File: src/rtl/micro_sequencer_pkg.sv
// ----------------------------------------------------------------------------
// micro_sequencer_pkg
// Shared control-unit definitions for the microprogrammed sequencer:
//   - n_sel next-state mode encodings (N2..N0 field of the control word)
//   - s_sel condition select encodings (S1..S0 field of the control word)
//   - default Init / Fetch microstore addresses
// ----------------------------------------------------------------------------
package micro_sequencer_pkg;

   localparam int unsigned SEQ_STATE_W = 10;

   // Init is both the reset target and the memory-timeout recovery target.
   // Fetch is where an unmatched return lands.
   localparam logic [SEQ_STATE_W-1:0] INIT_STATE  = 10'd0;
   localparam logic [SEQ_STATE_W-1:0] FETCH_STATE = 10'd1;

   typedef enum logic [2:0] {
      N_DECODE  = 3'b000,
      N_INC     = 3'b001,
      N_JUMP    = 3'b010,
      N_CJUMP   = 3'b011,
      N_CDECODE = 3'b100,
      N_WAIT    = 3'b101,
      N_CALL    = 3'b110,
      N_RET     = 3'b111
   } n_sel_e;

   typedef enum logic [1:0] {
      S_MOC   = 2'b00,
      S_COND  = 2'b01,
      S_IRBIT = 2'b10,
      S_ONE   = 2'b11
   } s_sel_e;

endpackage

File: src/rtl/micro_sequencer_cond_select.sv
// ----------------------------------------------------------------------------
// micro_sequencer_cond_select (cond_select)
// Purely combinational branch-condition generator: 4:1 mux over the
// condition sources followed by an optional inversion.
// Ports:
//   i_s_sel     in  2  condition select (moc / cond_pass / ir_bit / 1)
//   i_inv       in  1  inverts the selected condition
//   i_moc       in  1  memory operation complete
//   i_cond_pass in  1  instruction condition-code test result
//   i_ir_bit    in  1  instruction bit for microcode branching
//   o_c         out 1  final condition c = sel(s_sel) ^ inv
// ----------------------------------------------------------------------------
module cond_select (
   input  logic [1:0] i_s_sel,
   input  logic       i_inv,
   input  logic       i_moc,
   input  logic       i_cond_pass,
   input  logic       i_ir_bit,
   output logic       o_c
);
   import micro_sequencer_pkg::*;

   s_sel_e w_sel_mode;
   logic   w_sel;

   assign w_sel_mode = s_sel_e'(i_s_sel);

   always_comb begin
      w_sel = 1'b1;
      case (w_sel_mode)
         S_MOC:   w_sel = i_moc;
         S_COND:  w_sel = i_cond_pass;
         S_IRBIT: w_sel = i_ir_bit;
         S_ONE:   w_sel = 1'b1;
         default: w_sel = 1'b1;
      endcase
   end

   assign o_c = w_sel ^ i_inv;

endmodule

File: src/rtl/micro_sequencer.sv
// ----------------------------------------------------------------------------
// micro_sequencer
// Next-state sequencer for the microprogrammed control unit. Each cycle it
// picks the next microstore address from the decode entry, the incrementer,
// the control-word target or the one-deep return register, and bounds
// memory waits with a timeout that forces the machine back to Init.
// Ports:
//   clk          in  1   rising-edge clock
//   reset_n      in  1   asynchronous active-low reset
//   n_sel        in  3   next-state mode (N2..N0)
//   inv          in  1   inverts the selected condition
//   s_sel        in  2   condition select (S1..S0)
//   cr           in  10  branch/call target field
//   moc          in  1   memory operation complete
//   cond_pass    in  1   instruction condition-code test result
//   ir_bit       in  1   instruction bit for microcode branching
//   decode_state in  10  entry state from the instruction encoder
//   state        out 10  registered current state (microstore address)
//   next_state   out 10  combinational next address
//   ret_state    out 10  return register (debug view)
//   mem_timeout  out 1   one-cycle pulse after a memory-wait timeout
// ----------------------------------------------------------------------------
module micro_sequencer #(
   parameter int unsigned        STATE_W     = 10,
   parameter logic [STATE_W-1:0] INIT_STATE  = micro_sequencer_pkg::INIT_STATE,
   parameter logic [STATE_W-1:0] FETCH_STATE = micro_sequencer_pkg::FETCH_STATE,
   parameter logic [7:0]         TIMEOUT     = 8'd16
) (
   input  logic               clk,
   input  logic               reset_n,
   input  logic [2:0]         n_sel,
   input  logic               inv,
   input  logic [1:0]         s_sel,
   input  logic [STATE_W-1:0] cr,
   input  logic               moc,
   input  logic               cond_pass,
   input  logic               ir_bit,
   input  logic [STATE_W-1:0] decode_state,
   output logic [STATE_W-1:0] state,
   output logic [STATE_W-1:0] next_state,
   output logic [STATE_W-1:0] ret_state,
   output logic               mem_timeout
);
   import micro_sequencer_pkg::*;

   // Counter value on the last tolerated stall cycle.
   localparam logic [7:0] TIMEOUT_LAST = TIMEOUT - 8'd1;

   logic [STATE_W-1:0] r_state;
   logic [STATE_W-1:0] r_ret_state;
   logic [7:0]         r_wait_cnt;
   logic               r_mem_timeout;

   n_sel_e             w_mode;
   logic               w_c;
   logic [STATE_W-1:0] w_inc;
   logic [STATE_W-1:0] w_mode_next;
   logic               w_stall;
   logic               w_timeout;

   cond_select u_cond_select (
      .i_s_sel     (s_sel),
      .i_inv       (inv),
      .i_moc       (moc),
      .i_cond_pass (cond_pass),
      .i_ir_bit    (ir_bit),
      .o_c         (w_c)
   );

   assign w_mode = n_sel_e'(n_sel);

   // Incrementer wraps naturally at the top of the microstore.
   assign w_inc = r_state + {{(STATE_W-1){1'b0}}, 1'b1};

   // A stall is a wait whose condition is false; a completing wait (c=1)
   // on the last tolerated cycle is therefore never a timeout.
   assign w_stall   = (w_mode == N_WAIT) && !w_c;
   assign w_timeout = w_stall && (r_wait_cnt == TIMEOUT_LAST);

   always_comb begin
      w_mode_next = w_inc;
      case (w_mode)
         N_DECODE:  w_mode_next = decode_state;
         N_INC:     w_mode_next = w_inc;
         N_JUMP:    w_mode_next = cr;
         N_CJUMP:   w_mode_next = w_c ? cr : w_inc;
         N_CDECODE: w_mode_next = w_c ? decode_state : w_inc;
         N_WAIT:    w_mode_next = w_c ? w_inc : r_state;
         N_CALL:    w_mode_next = cr;
         N_RET:     w_mode_next = r_ret_state;
         default:   w_mode_next = w_inc;
      endcase
   end

   // Timeout recovery overrides every n_sel mode.
   assign next_state = w_timeout ? INIT_STATE : w_mode_next;

   always_ff @(posedge clk or negedge reset_n) begin
      if (!reset_n) begin
         r_state       <= INIT_STATE;
         r_ret_state   <= FETCH_STATE;
         r_wait_cnt    <= 8'd0;
         r_mem_timeout <= 1'b0;
      end else begin
         r_state       <= next_state;
         r_mem_timeout <= w_timeout;
         if (w_mode == N_CALL) begin
            r_ret_state <= w_inc;
         end
         if (w_stall && !w_timeout) begin
            r_wait_cnt <= r_wait_cnt + 8'd1;
         end else begin
            r_wait_cnt <= 8'd0;
         end
      end
   end

   assign state       = r_state;
   assign ret_state   = r_ret_state;
   assign mem_timeout = r_mem_timeout;

endmodule

File: config.mk
export PLATFORM = sky130hd
export DESIGN_NAME = micro_sequencer
export DESIGN_NICKNAME = d
export VERILOG_FILES = /design/src/rtl/micro_sequencer_pkg.sv /design/src/rtl/micro_sequencer_cond_select.sv /design/src/rtl/micro_sequencer.sv
export SDC_FILE = /design/constraint.sdc
export NUM_CORES = 1
export LEC_CHECK = 0
export BUFFER_PORTS_ARGS = -buffer_cell sky130_fd_sc_hd__buf_2
export CORE_UTILIZATION = 45
export CTS_CLUSTER_SIZE = 12
export DETAILED_ROUTE_END_ITERATION = 6
export PLACE_DENSITY_LB_ADDON = 0.15
export SLEW_MARGIN = 20
export SYNTH_ARGS = -nofsm -noshare
export SYNTH_HDL_FRONTEND = slang
export SYNTH_SLANG_ARGS = --single-unit
File: constraint.sdc
create_clock -name clk -period 6.3 [get_ports clk]
set_input_delay 1.26 -clock clk [delete_from_list [all_inputs] [get_ports clk]]
set_output_delay 1.26 -clock clk [all_outputs]
set_load 0.01 [all_outputs]
-- Yosys cells after proc, flatten, opt, wreduce, memory -nomap -nowiden
Cells that the tools add are included.
- $add $sub $neg: 2
- equality and inequality tests: 11
- muxes and demuxes: 7
- bitwise operators: 1
- reductions and logical operators: 8
- operators by type and width (kind ; number):
    $pmux W10 S7 ; 1
    $mux W10 ; 4
    $eq A3 B3 Y1 const B ; 4
    $add A10 B1 Y10 const B ; 1
    $add A8 B1 Y8 const B ; 1
    $eq A8 B4 Y1 const B ; 1
    $mux W8 ; 1
    $eq A3 B2 Y1 const B ; 2
    $eq A2 B2 Y1 const B ; 2
    $pmux W1 S4 ; 1
    $eq A3 B1 Y1 const B ; 1
    $logic_and A1 B1 Y1 ; 3
    $logic_not A3 Y1 ; 1
    $eq A2 B1 Y1 const B ; 1
    $logic_not A1 Y1 ; 2
    $logic_not A2 Y1 ; 1
    $reduce_or A2 Y1 ; 1
    $xor A1 B1 Y1 ; 1
- register bits after elaboration: 29
- bits of input ports: 31
- output and inout bits: 31
- logic and storage cells: 33

-- Longest topological paths before layout
Gate-level depths: netlist of the first run.
- depth in word-level cells: 9
- mapped depth: 7

-- Hierarchy
A second synthesis of the first run with hierarchy kept.
- cells, all modules: 177
- area, all modules: 1677.9 um^2
- by module, submodules not included (module ; instances ; cells each ; area an instance (um^2) ; seq. area each (um^2)):
    micro_sequencer ; 1 ; 173 ; 1645.3 ; 726.9
    cond_select ; 1 ; 4 ; 32.5 ; 0.0

-- Least setup slack after synthesis of the first run
No wires, ideal clock.
- path kind: in2out
- start point: input s_sel[0]
- end point: output next_state[6]
- arrival: 2.635 ns
- path slack: 2.405 ns
- stages: 7
- path buffers: 1
- cells stage by stage: mux2i_1 -> mux2i_4 -> xnor2_4 -> buf_4 -> nor2_1 -> a211o_1 -> a31oi_1
- cells in the longest elaborated chain, start to end: 7
- ends and longest elaborated chain (what ; RTL line ; RTL):
    start, declared ; micro_sequencer.sv:33 ; input logic [1:0] s_sel,
    $eq A2 B2 Y1, or another cell as far along ; micro_sequencer_cond_select.sv:30 ; case (w_sel_mode)
    $pmux W1 S4 (*) ; micro_sequencer_cond_select.sv:30 ;
    $xor A1 B1 Y1 (*) ; micro_sequencer_cond_select.sv:39 ; assign o_c = w_sel ^ i_inv;
    parallel branches: the longest is 3 deep, another holds $mux W10 ; -- ;
    $mux W10 (*) ; micro_sequencer.sv:96 ; assign next_state = w_timeout ? INIT_STATE : w_mode_next;
    end, declared ; micro_sequencer.sv:40 ; output logic [STATE_W-1:0] next_state,
Every way passes the cells marked *.

-- Final worst setup path of the first run
- start point: input s_sel[0]
- end point: output next_state[1]
The elaborated chain is that of the path after synthesis.

==> metrics.csv, run 1 <==
stage;metric;value;unit
placement;dpl_cell_area;0.00243;mm^2
synthesis;syn_nets;292;
worst_setup_path;cp_num_buf_inv;2;
synthesis;synth_adder_area_share;1.17;%
worst_setup_path;critPathLaunchType;input pin;
clocking;clk_path_buf_depth;2;
synthesis;syn-cell-area;0.00214;mm^2
layout;diodes;0;
synthesis;yosys.area_share.simple;23.2;%
clocking;cts_root_buf;clkbuf_8;
worst_setup_path;crit_path_end_kind;output pin;
power_and_ir_drop;fin_total_pwr;678;uW
synthesis;syn_avg_cell_area;8.25;um^2
synthesis;yosysWarnings;0;
worst_setup_path;critPathTopFamily;simple AND/OR/NAND/NOR gates;
hold_path;worstHoldStart;r_wait_cnt[0];
clocking;ctsResizeCount;0;
clocking;postCtsHoldBufs;0;
layout;area_delta_synth_final;18.7;%
placement;port_buffers;61;
synthesis;ys_seq_elements;29;
worst_setup_path;cp.required;5.04;ns
floorplan;die_x;70.9;um
placement;dp_hpwl;4.20;mm
status;status;completed;
sta;maxSlewViolCount;0;
layout;post-route-util;57.1;%
worst_setup_path;critPathMaxFanout;26;
synthesis;synth.area.mux_share;4.51;%
route;ant_nets;0;
clocking;postCtsSetupRepairBufs;0;
synthesis;synth_flop_cell;dfrtp_1;
clocking;cts_tree;built;
floorplan;core_area;0.00444;mm^2
sta;worst_pin_slew;0.863;ns
hold_path;min_to;r_wait_cnt[0];
hold_path;hold_path_depth;1;
sta;setup_viol;0;
worst_setup_path;critical-path-slowest-cell;xnor2_4;
clocking;cts_buffers;5;
sta;timing.final.crit_period;4.73;ns
synthesis;synth_top_cell_area_share;32.8;%
grt;grt_pass1_wl;9.80;mm
clocking;clkTransAtPathRegs;0.06;ns
power_and_ir_drop;irDropWorstVdd;0.173;mV
power_and_ir_drop;leakage;0.00111;uW
layout;layout-drive-gt1-share;26.9;%
grt;grt_use_total;25.0;%
sta;rsz0062_at_grt;false;
worst_setup_path;reg2regPathDepth;7;
sta;hold_ws;0.474;ns
synthesis;ys_seq_area_share;34.0;%
worst_setup_path;cp_slowest_stage_delay;0.57;ns
hold_path;hp-class;flip-flop to flip-flop;
layout;nets;345;
route;first_pass_iters;6;
floorplan;die_h;70.9;um
grt;antenna_found_initial;0;
sta;post-route-period-util;75.1;%
grt;grt_max_degree;36;
layout;design_area;0.00254;mm^2
synthesis;synth_edf_count;0;
grt;grt_overflow;0;
power_and_ir_drop;p_per_area;267;mW/mm^2
synthesis;synthXorXnorAreaFrac;7.79;%
worst_setup_path;r2r_start;state[0];
clocking;cts.sinks;29;
synthesis;yosysTopAreaCell;dfrtp_1;
run;maxCapViolCount;0;
grt;first_global_vias;2012;
worst_setup_path;path_class;input pin to output pin;
route;wl_per_cell;16.4;um
sta;fin_setup_tns;0;ns
synthesis;synth_top_family_by_area;compound AO/OA/AOI/OAI gates;
worst_setup_path;path_cells;buf_2, mux2i_1, mux2i_4, xnor2_4, nand3b_1, nand4_1, o311ai_1, buf_2;
route;wl;5.97;mm
worst_setup_path;cp_data_arrival_time;3.47;ns
floorplan;start_util;48.1;%
clocking;htree_num_levels;2;
worst_setup_path;reg2reg_slack;4.25;ns
route;num_vias;2209;
worst_setup_path;r2r_end;state[8];
worst_setup_path;crit_top_cell;buf_2;
sta;max_slew_margin;42.4;%
sta;hold_violations;0;
clocking;insertion_delay;0.29;ns
sta;max_clock_freq;0.211;GHz
floorplan;dieArea;0.00503;mm^2
floorplan;row_count;24;
route;drt-initial-drc-count;278;
placement;gp_congestion;0.917;
synthesis;synth_cell_types;56;
synthesis;synth_compound_area_share;24.0;%
sta;fin_skew;0.0125;ns
floorplan;ioPinCount;62;
synthesis;yosys-top-cells-area;dfrtp_1, o21ai_0, nand2_1;
layout;fill_cells;449;
route;route.detailed.drc;0;
synthesis;async_reset_ff_share;100;%
synthesis;syn_inst;259;
route;vias_per_cell;6.07;
## layer usage
metal	vias to the layer above	track usage [%]	share of wire [%]
met2	100	38.1	48
met1	1041	34.2	43
li1	1054	-	-
met5	-	0	0
met4	0	11.1	1.8
met3	14	5.27	6.7
## power breakdown
part / switching, uW / leakage, uW / internal (uW)
Combinational: 137 / 0.000686 / 98.9
Clock: 70.2 / 0.0000540 / 115
Sequential: 37.3 / 0.000366 / 220
## through the flow
step,setup slack [ns],cells
after floorplan,2.40,259
after global placement,1.66,357
after detailed placement,1.59,357
after CTS,1.59,364
after global routing,1.39,364
final,1.57,364
## layout make-up
cell class | count | area (um^2) | area share (%)
multi-input combinational | 206 | 1300 | 51.2
sequential | 29 | 727 | 28.7
timing repair buffer | 62 | 313 | 12.3
clock buffer | 5 | 68.8 | 2.71
tap | 52 | 65.1 | 2.57
clock inverter | 2 | 35.0 | 1.38
inverter | 8 | 30.0 | 1.18
## state kept, by name, summed over array words and instances, names as in the netlist
register,count
mem_timeout,1
r_wait_cnt,8
ret_state,10
state,10
## worst max path at each step
stage	from	endpoint	slack (ns)	cells after the start
after floorplan	s_sel[0]	next_state[6]	2.40	7
after global placement	s_sel[0]	next_state[1]	1.66	8
after detailed placement	s_sel[0]	next_state[1]	1.59	8
after CTS	s_sel[0]	next_state[1]	1.59	8
after global routing	s_sel[0]	next_state[1]	1.39	8
final	s_sel[0]	next_state[1]	1.57	8
## cell usage in the layout, fill, tap and decap left out, drive strengths merged, types with 3 or more instances in the layout
cell type   n
o21ai      25
nand4       3
mux2        3
a32oi       3
nor2       27
dfrtp      28
mux2i       5
a21oi      15
xnor2      10
o22ai       6
nor3        6
clkbuf      5
xor2        6
and3        3
a31oi       9
nand2b      3
a211oi      3
inv         8
buf        62
a311oi      3
nand3      15
nand4b      3
nand2      30
## synthesized netlist by cell type (all sizes together) (3+ instances only)
cell / number
nor3: 6
nand4: 3
xnor2: 10
a211oi: 3
nand2b: 3
a31oi: 9
a311oi: 3
inv: 8
and3: 3
clkbuf: 7
nor2: 27
nand2: 30
nand3: 15
buf: 9
o22ai: 6
dfrtp: 28
a32oi: 3
mux2: 3
nand4b: 3
xor2: 6
a21oi: 15
mux2i: 5
o21ai: 25
## cells by family after synthesis
logic type / count (synthesis)
buffers and inverters: 24
AOI/OAI and AO/OA: 79
and+or+nand+nor: 101
xor gates and xnor gates: 16
adders and majority gates: 2
muxes: 8
DFF: 29
Note: power is estimated with default switching activity, not from simulation.
==> inputs of run 2 (changes only) <==
==> constraint.sdc (replaced) <==
create_clock -name clk -period 3.85 [get_ports clk]
set_input_delay 0.77 -clock clk [delete_from_list [all_inputs] [get_ports clk]]
set_output_delay 0.77 -clock clk [all_outputs]
set_load 0.01 [all_outputs]
==> run 2 against run 1 <==
  * Clock-buffer cell count rose by 3
  * Final cell count rose by 2.2%
  * Non-clock buffer count rose by 7
  * Cell area rose by 1.5%
  * Wire length rose by 3.9%
  * Core utilization rose by 0.87 points
  * Global-route usage rose by 0.56 points
  * Via count rose by 4.7%
==> metrics.csv, run 2 (synthesized netlist as in run 1, its figures left out) <==
stage;metric;value;unit
status;status;completed;
clocking;cts_root_buf;clkbuf_8;
sta;hold_violations;0;
layout;final_cell_mix;buf_2, nand2_1, dfrtp_1, nor2_1, o21ai_0;
sta;fin_skew;0.0115;ns
run;maxCapViolCount;0;
clocking;postCtsHoldBufs;0;
worst_setup_path;r2r_start;state[0];
floorplan;start_util;48.1;%
clocking;clkTransAtPathRegs;0.06;ns
sta;worst_slack;0.361;ns
worst_setup_path;cp_num_buf_inv;3;
floorplan;dieArea;0.00503;mm^2
placement;gp_congestion;0.907;
floorplan;die_x;70.9;um
grt;grt_overflow;0;
worst_setup_path;cp.required;3.08;ns
route;ant_nets;0;
layout;nets;352;
worst_setup_path;path_cells;buf_2, mux2i_1, mux2i_4, xnor2_4, nand3b_1, buf_4, o21ai_0, o22ai_1, buf_2;
power_and_ir_drop;p_per_area;419;mW/mm^2
grt;grt_pass1_wl;10.0;mm
sta;post-route-period-util;90.6;%
worst_setup_path;path_class;input pin to output pin;
route;vias_per_cell;6.22;
route;drt-initial-drc-count;289;
worst_setup_path;cp_data_arrival_time;2.72;ns
sta;rsz0062_at_grt;false;
worst_setup_path;reg2regPathDepth;7;
route;first_pass_iters;7;
clocking;cts.sinks;29;
power_and_ir_drop;leakage;0.00113;uW
placement;port_buffers;61;
sta;timing.final.crit_period;3.49;ns
sta;fin_setup_tns;0;ns
clocking;ctsResizeCount;0;
worst_setup_path;critPathLaunchType;input pin;
hold_path;worstHoldStart;r_wait_cnt[0];
layout;layout-drive-gt1-share;28.1;%
hold_path;hold_path_depth;1;
grt;gr-usage-met3;5.41;%
layout;final_common_cell;buf_2;
sta;maxSlewViolCount;0;
floorplan;row_count;24;
placement;dp_cells;364;
floorplan;die_h;70.9;um
route;num_vias;2313;
floorplan;core_area;0.00444;mm^2
clocking;postCtsSetupRepairBufs;0;
worst_setup_path;cp_num_cells;9;
route;wl;6.20;mm
layout;area_delta_synth_final;20.5;%
grt;grt_max_degree;30;
layout;fill_cells;430;
power_and_ir_drop;irDropWorstVdd;0.260;mV
sta;max_slew_margin;52.2;%
route;wl_per_cell;16.7;um
grt;met1_usage;34.2;%
worst_setup_path;reg2reg_slack;1.85;ns
layout;layoutNonFillerInstCount;372;
sta;hold_ws;0.456;ns
placement;dp_worst_setup_slack;0.400;ns
sta;setup_viol;0;
placement;dp_hpwl;4.44;mm
clocking;insertion_delay;0.29;ns
clocking;cts_tree;built;
worst_setup_path;critPathMaxFanout;17;
grt;first_global_vias;2130;
hold_path;min_to;r_wait_cnt[0];
route;route.detailed.drc;0;
sta;max_clock_freq;0.287;GHz
worst_setup_path;critPathTopFamily;buffers and inverters;
floorplan;ioPinCount;62;
worst_setup_path;crit_path_end_kind;output pin;
sta;worst_pin_slew;0.714;ns
clocking;htree_num_levels;2;
layout;diodes;0;
grt;antenna_found_initial;0;
clocking;clk_path_buf_depth;2;
hold_path;hp-class;flip-flop to flip-flop;
worst_setup_path;cp_slowest_stage_delay;0.44;ns
worst_setup_path;crit_top_cell;buf_2;
worst_setup_path;r2r_end;state[8];
clocking;cts_buffers;5;
grt;use_met2;39.9;%
grt;grt.busiest_layer;met2;
grt;grt_use_total;25.5;%
worst_setup_path;critical-path-slowest-cell;xnor2_4;
## run 2: cell count changes in the layout (fill, tap and decap cells not counted), sizes merged
cell    before  now
bufinv       1    0
clkbuf       5    8
buf         62   69
clkinv       1    0
## run 2: worst register-to-register path: cells and delay by family, from the launching register on
| family | cells | cell delay, ns |
|---|---|---|
| flip-flops | 1 | 0.48 |
| AO/OA/AOI/OAI | 4 | 0.58 |
| AND/OR/NAND/NOR | 2 | 0.54 |
| adder cells (fa/ha/maj) | 1 | 0.30 |
## run 2: how the worst max path moves through the flow
stage / startpoint / endpoint / slack [ns]
after floorplan: s_sel[0] / next_state[6] / 0.93
after global placement: s_sel[0] / next_state[6] / 0.47
after detailed placement: s_sel[0] / next_state[5] / 0.40
after CTS: s_sel[0] / next_state[1] / 0.39
after global routing: s_sel[0] / next_state[6] / 0.19
final: s_sel[0] / next_state[5] / 0.36
## run 2: report_power, final
part           internal (uW)  switching (uW)
Combinational            168             229
Sequential               360            61.2
Clock                    145             115
## run 2: area by class of cell
class / count / area, um^2 / area share [%]
inverters: 8 / 30.0 / 1.17
multi-input cells: 206 / 1300 / 50.4
repair buffers: 69 / 365 / 14.2
clock buffers: 8 / 90.1 / 3.50
flip-flops and latches: 29 / 727 / 28.2
well taps: 52 / 65.1 / 2.53
## run 2: through the flow
stage	utilization, %	total power, uW	cell area, um^2
after floorplan	-	663	2140
after global placement	55.9	814	2480
after detailed placement	55.9	818	2480
after CTS	57.9	1080	2570
after global routing	57.9	1140	2570
final	57.9	1080	2570
## run 2: layer usage
layer  wire [um]  up-vias
met1        2610     1086
met5           0        -
met3         552       10
met4          87        0
li1            -     1070
met2        2950      147
==> inputs of run 3 (changes only) <==
--- a/config.mk
+++ b/config.mk
@@ -6,7 +6,9 @@
 export NUM_CORES = 1
 export LEC_CHECK = 0
 export BUFFER_PORTS_ARGS = -buffer_cell sky130_fd_sc_hd__buf_2
-export CORE_UTILIZATION = 45
+export CELL_PAD_IN_SITES_DETAIL_PLACEMENT = 0
+export CELL_PAD_IN_SITES_GLOBAL_PLACEMENT = 1
+export CORE_UTILIZATION = 34
 export CTS_CLUSTER_SIZE = 12
 export DETAILED_ROUTE_END_ITERATION = 6
 export PLACE_DENSITY_LB_ADDON = 0.15
==> run 3 against run 2 <==
  * Sequential share of layout area fell by 0.38 points
  * Clock power fell by 7%
  * Sequential power barely moved
  * Register-to-register slack barely moved
  * First-iteration DRC count fell by 55%
  * Power fell by 0.98%
  * Via count fell by 4.8%
  * Worst hold slack improved by 0.0031 ns
  * Non-clock buffer count rose by 2
  * Global-route usage fell by 3.8 points
  * Final cell count rose by 6.7%
  * Critical path type unchanged
  * Largest power group unchanged
==> metrics.csv, run 3 (synthesized netlist as in run 1, its figures left out) <==
stage;metric;value;unit
status;status;completed;
worst_setup_path;critPathLaunchType;input pin;
clocking;clkTransAtPathRegs;0.07;ns
grt;grt_max_degree;30;
layout;layout-drive-gt1-share;28.6;%
clocking;clk_path_buf_depth;2;
sta;max_clock_freq;0.286;GHz
route;ant_nets;0;
clocking;postCtsHoldBufs;0;
worst_setup_path;cp_data_arrival_time;2.72;ns
placement;gp_congestion;0.824;
run;maxCapViolCount;0;
clocking;insertion_delay;0.28;ns
grt;grt_use_total;21.7;%
sta;hold_violations;0;
layout;final_cell_mix;buf_2, nand2_1, dfrtp_1, nor2_1, o21ai_0;
layout;final_common_cell;buf_2;
route;num_vias;2201;
power_and_ir_drop;p_per_area;409;mW/mm^2
sta;fin_skew;0.00956;ns
floorplan;row_count;28;
grt;first_global_vias;2053;
floorplan;die_h;81.3;um
route;drt-initial-drc-count;129;
hold_path;hp-class;flip-flop to flip-flop;
clocking;htree_num_levels;2;
sta;post-route-period-util;90.7;%
sta;timing.final.crit_period;3.49;ns
worst_setup_path;path_class;input pin to output pin;
grt;grt_pass1_wl;10.8;mm
floorplan;ioPinCount;62;
layout;post-route-util;43.6;%
worst_setup_path;critPathMaxFanout;19;
grt;grt_overflow;0;
placement;dp_hpwl;5.02;mm
clocking;cts_buffers;5;
clocking;postCtsSetupRepairBufs;0;
layout;diodes;0;
route;route.detailed.drc;0;
sta;worst_slack;0.358;ns
sta;worst_pin_slew;0.681;ns
floorplan;die_x;81.3;um
layout;area_delta_synth_final;22.1;%
sta;max_slew_margin;54.5;%
floorplan;core_area;0.00599;mm^2
route;wl_per_cell;17.0;um
route;vias_per_cell;5.54;
layout;nets;354;
layout;fill_cells;638;
placement;dp_worst_setup_slack;0.342;ns
floorplan;dieArea;0.00661;mm^2
grt;antenna_found_initial;0;
clocking;cts.sinks;29;
sta;fin_setup_tns;0;ns
clocking;cts_tree;built;
sta;rsz0062_at_grt;false;
clocking;ctsResizeCount;0;
floorplan;start_util;35.7;%
worst_setup_path;crit_path_end_kind;output pin;
power_and_ir_drop;leakage;0.00114;uW
route;first_pass_iters;4;
worst_setup_path;cp.required;3.08;ns
placement;port_buffers;61;
sta;maxSlewViolCount;0;
power_and_ir_drop;irDropWorstVdd;0.298;mV
sta;setup_viol;0;
route;wl;6.74;mm
clocking;cts_root_buf;clkbuf_8;
run 3: worst paths after layout:
check,slack (ns),cells after the start,from,endpoint
min in group asynchronous,0.52,1,reset_n,state[9]
worst min-delay path,0.46,1,r_wait_cnt[0],r_wait_cnt[0]
worst max register to register,1.84,6,state[2],state[5]
max in group asynchronous,2.89,1,reset_n,ret_state[2]
worst min register to register,0.46,1,r_wait_cnt[0],r_wait_cnt[0]
worst max-delay path,0.36,9,s_sel[0],next_state[4]
run 3: area by class of cell:
cell class | instances | area (um^2) | area share [%]
flip-flops and latches | 29 | 727 | 27.9
repair buffers | 71 | 380 | 14.6
well taps | 75 | 93.8 | 3.60
inverters | 8 | 30.0 | 1.15
clock inverters | 1 | 5.00 | 0.192
multi-input cells | 206 | 1300 | 49.7
clock buffers | 7 | 76.3 | 2.92
run 3: routing by layer:
layer	track usage (%)	part of all wire, %
met5	0	0
met4	7.86	1.5
met3	4.04	6.0
met2	33.4	45
met1	30.0	47
run 3: metrics by stage:
step | instance area, um^2 | std cells | total power (uW) | hold slack, ns
finish | 2610 | 397 | 1070 | 0.460
global route | 2610 | 397 | 1140 | 0.482
CTS | 2610 | 397 | 1080 | 0.460
detailed placement | 2530 | 389 | 830 | 0.451
global placement | 2530 | 389 | 832 | 0.450
floorplan | 2140 | 259 | 663 | 0.433
run 3: critical path: stages:
cell	delay [ns]
buf_2	0.10
mux2i_1	0.26
mux2i_4	0.14
xnor2_4	0.48
buf_4	0.27
a21oi_1	0.08
o2111ai_1	0.21
o221a_1	0.26
buf_2	0.14
run 3: report_power, final:
group,switching [uW],internal [uW],total (uW)
clock network,116,127,243
registers,62.3,360,422
logic,234,169,403
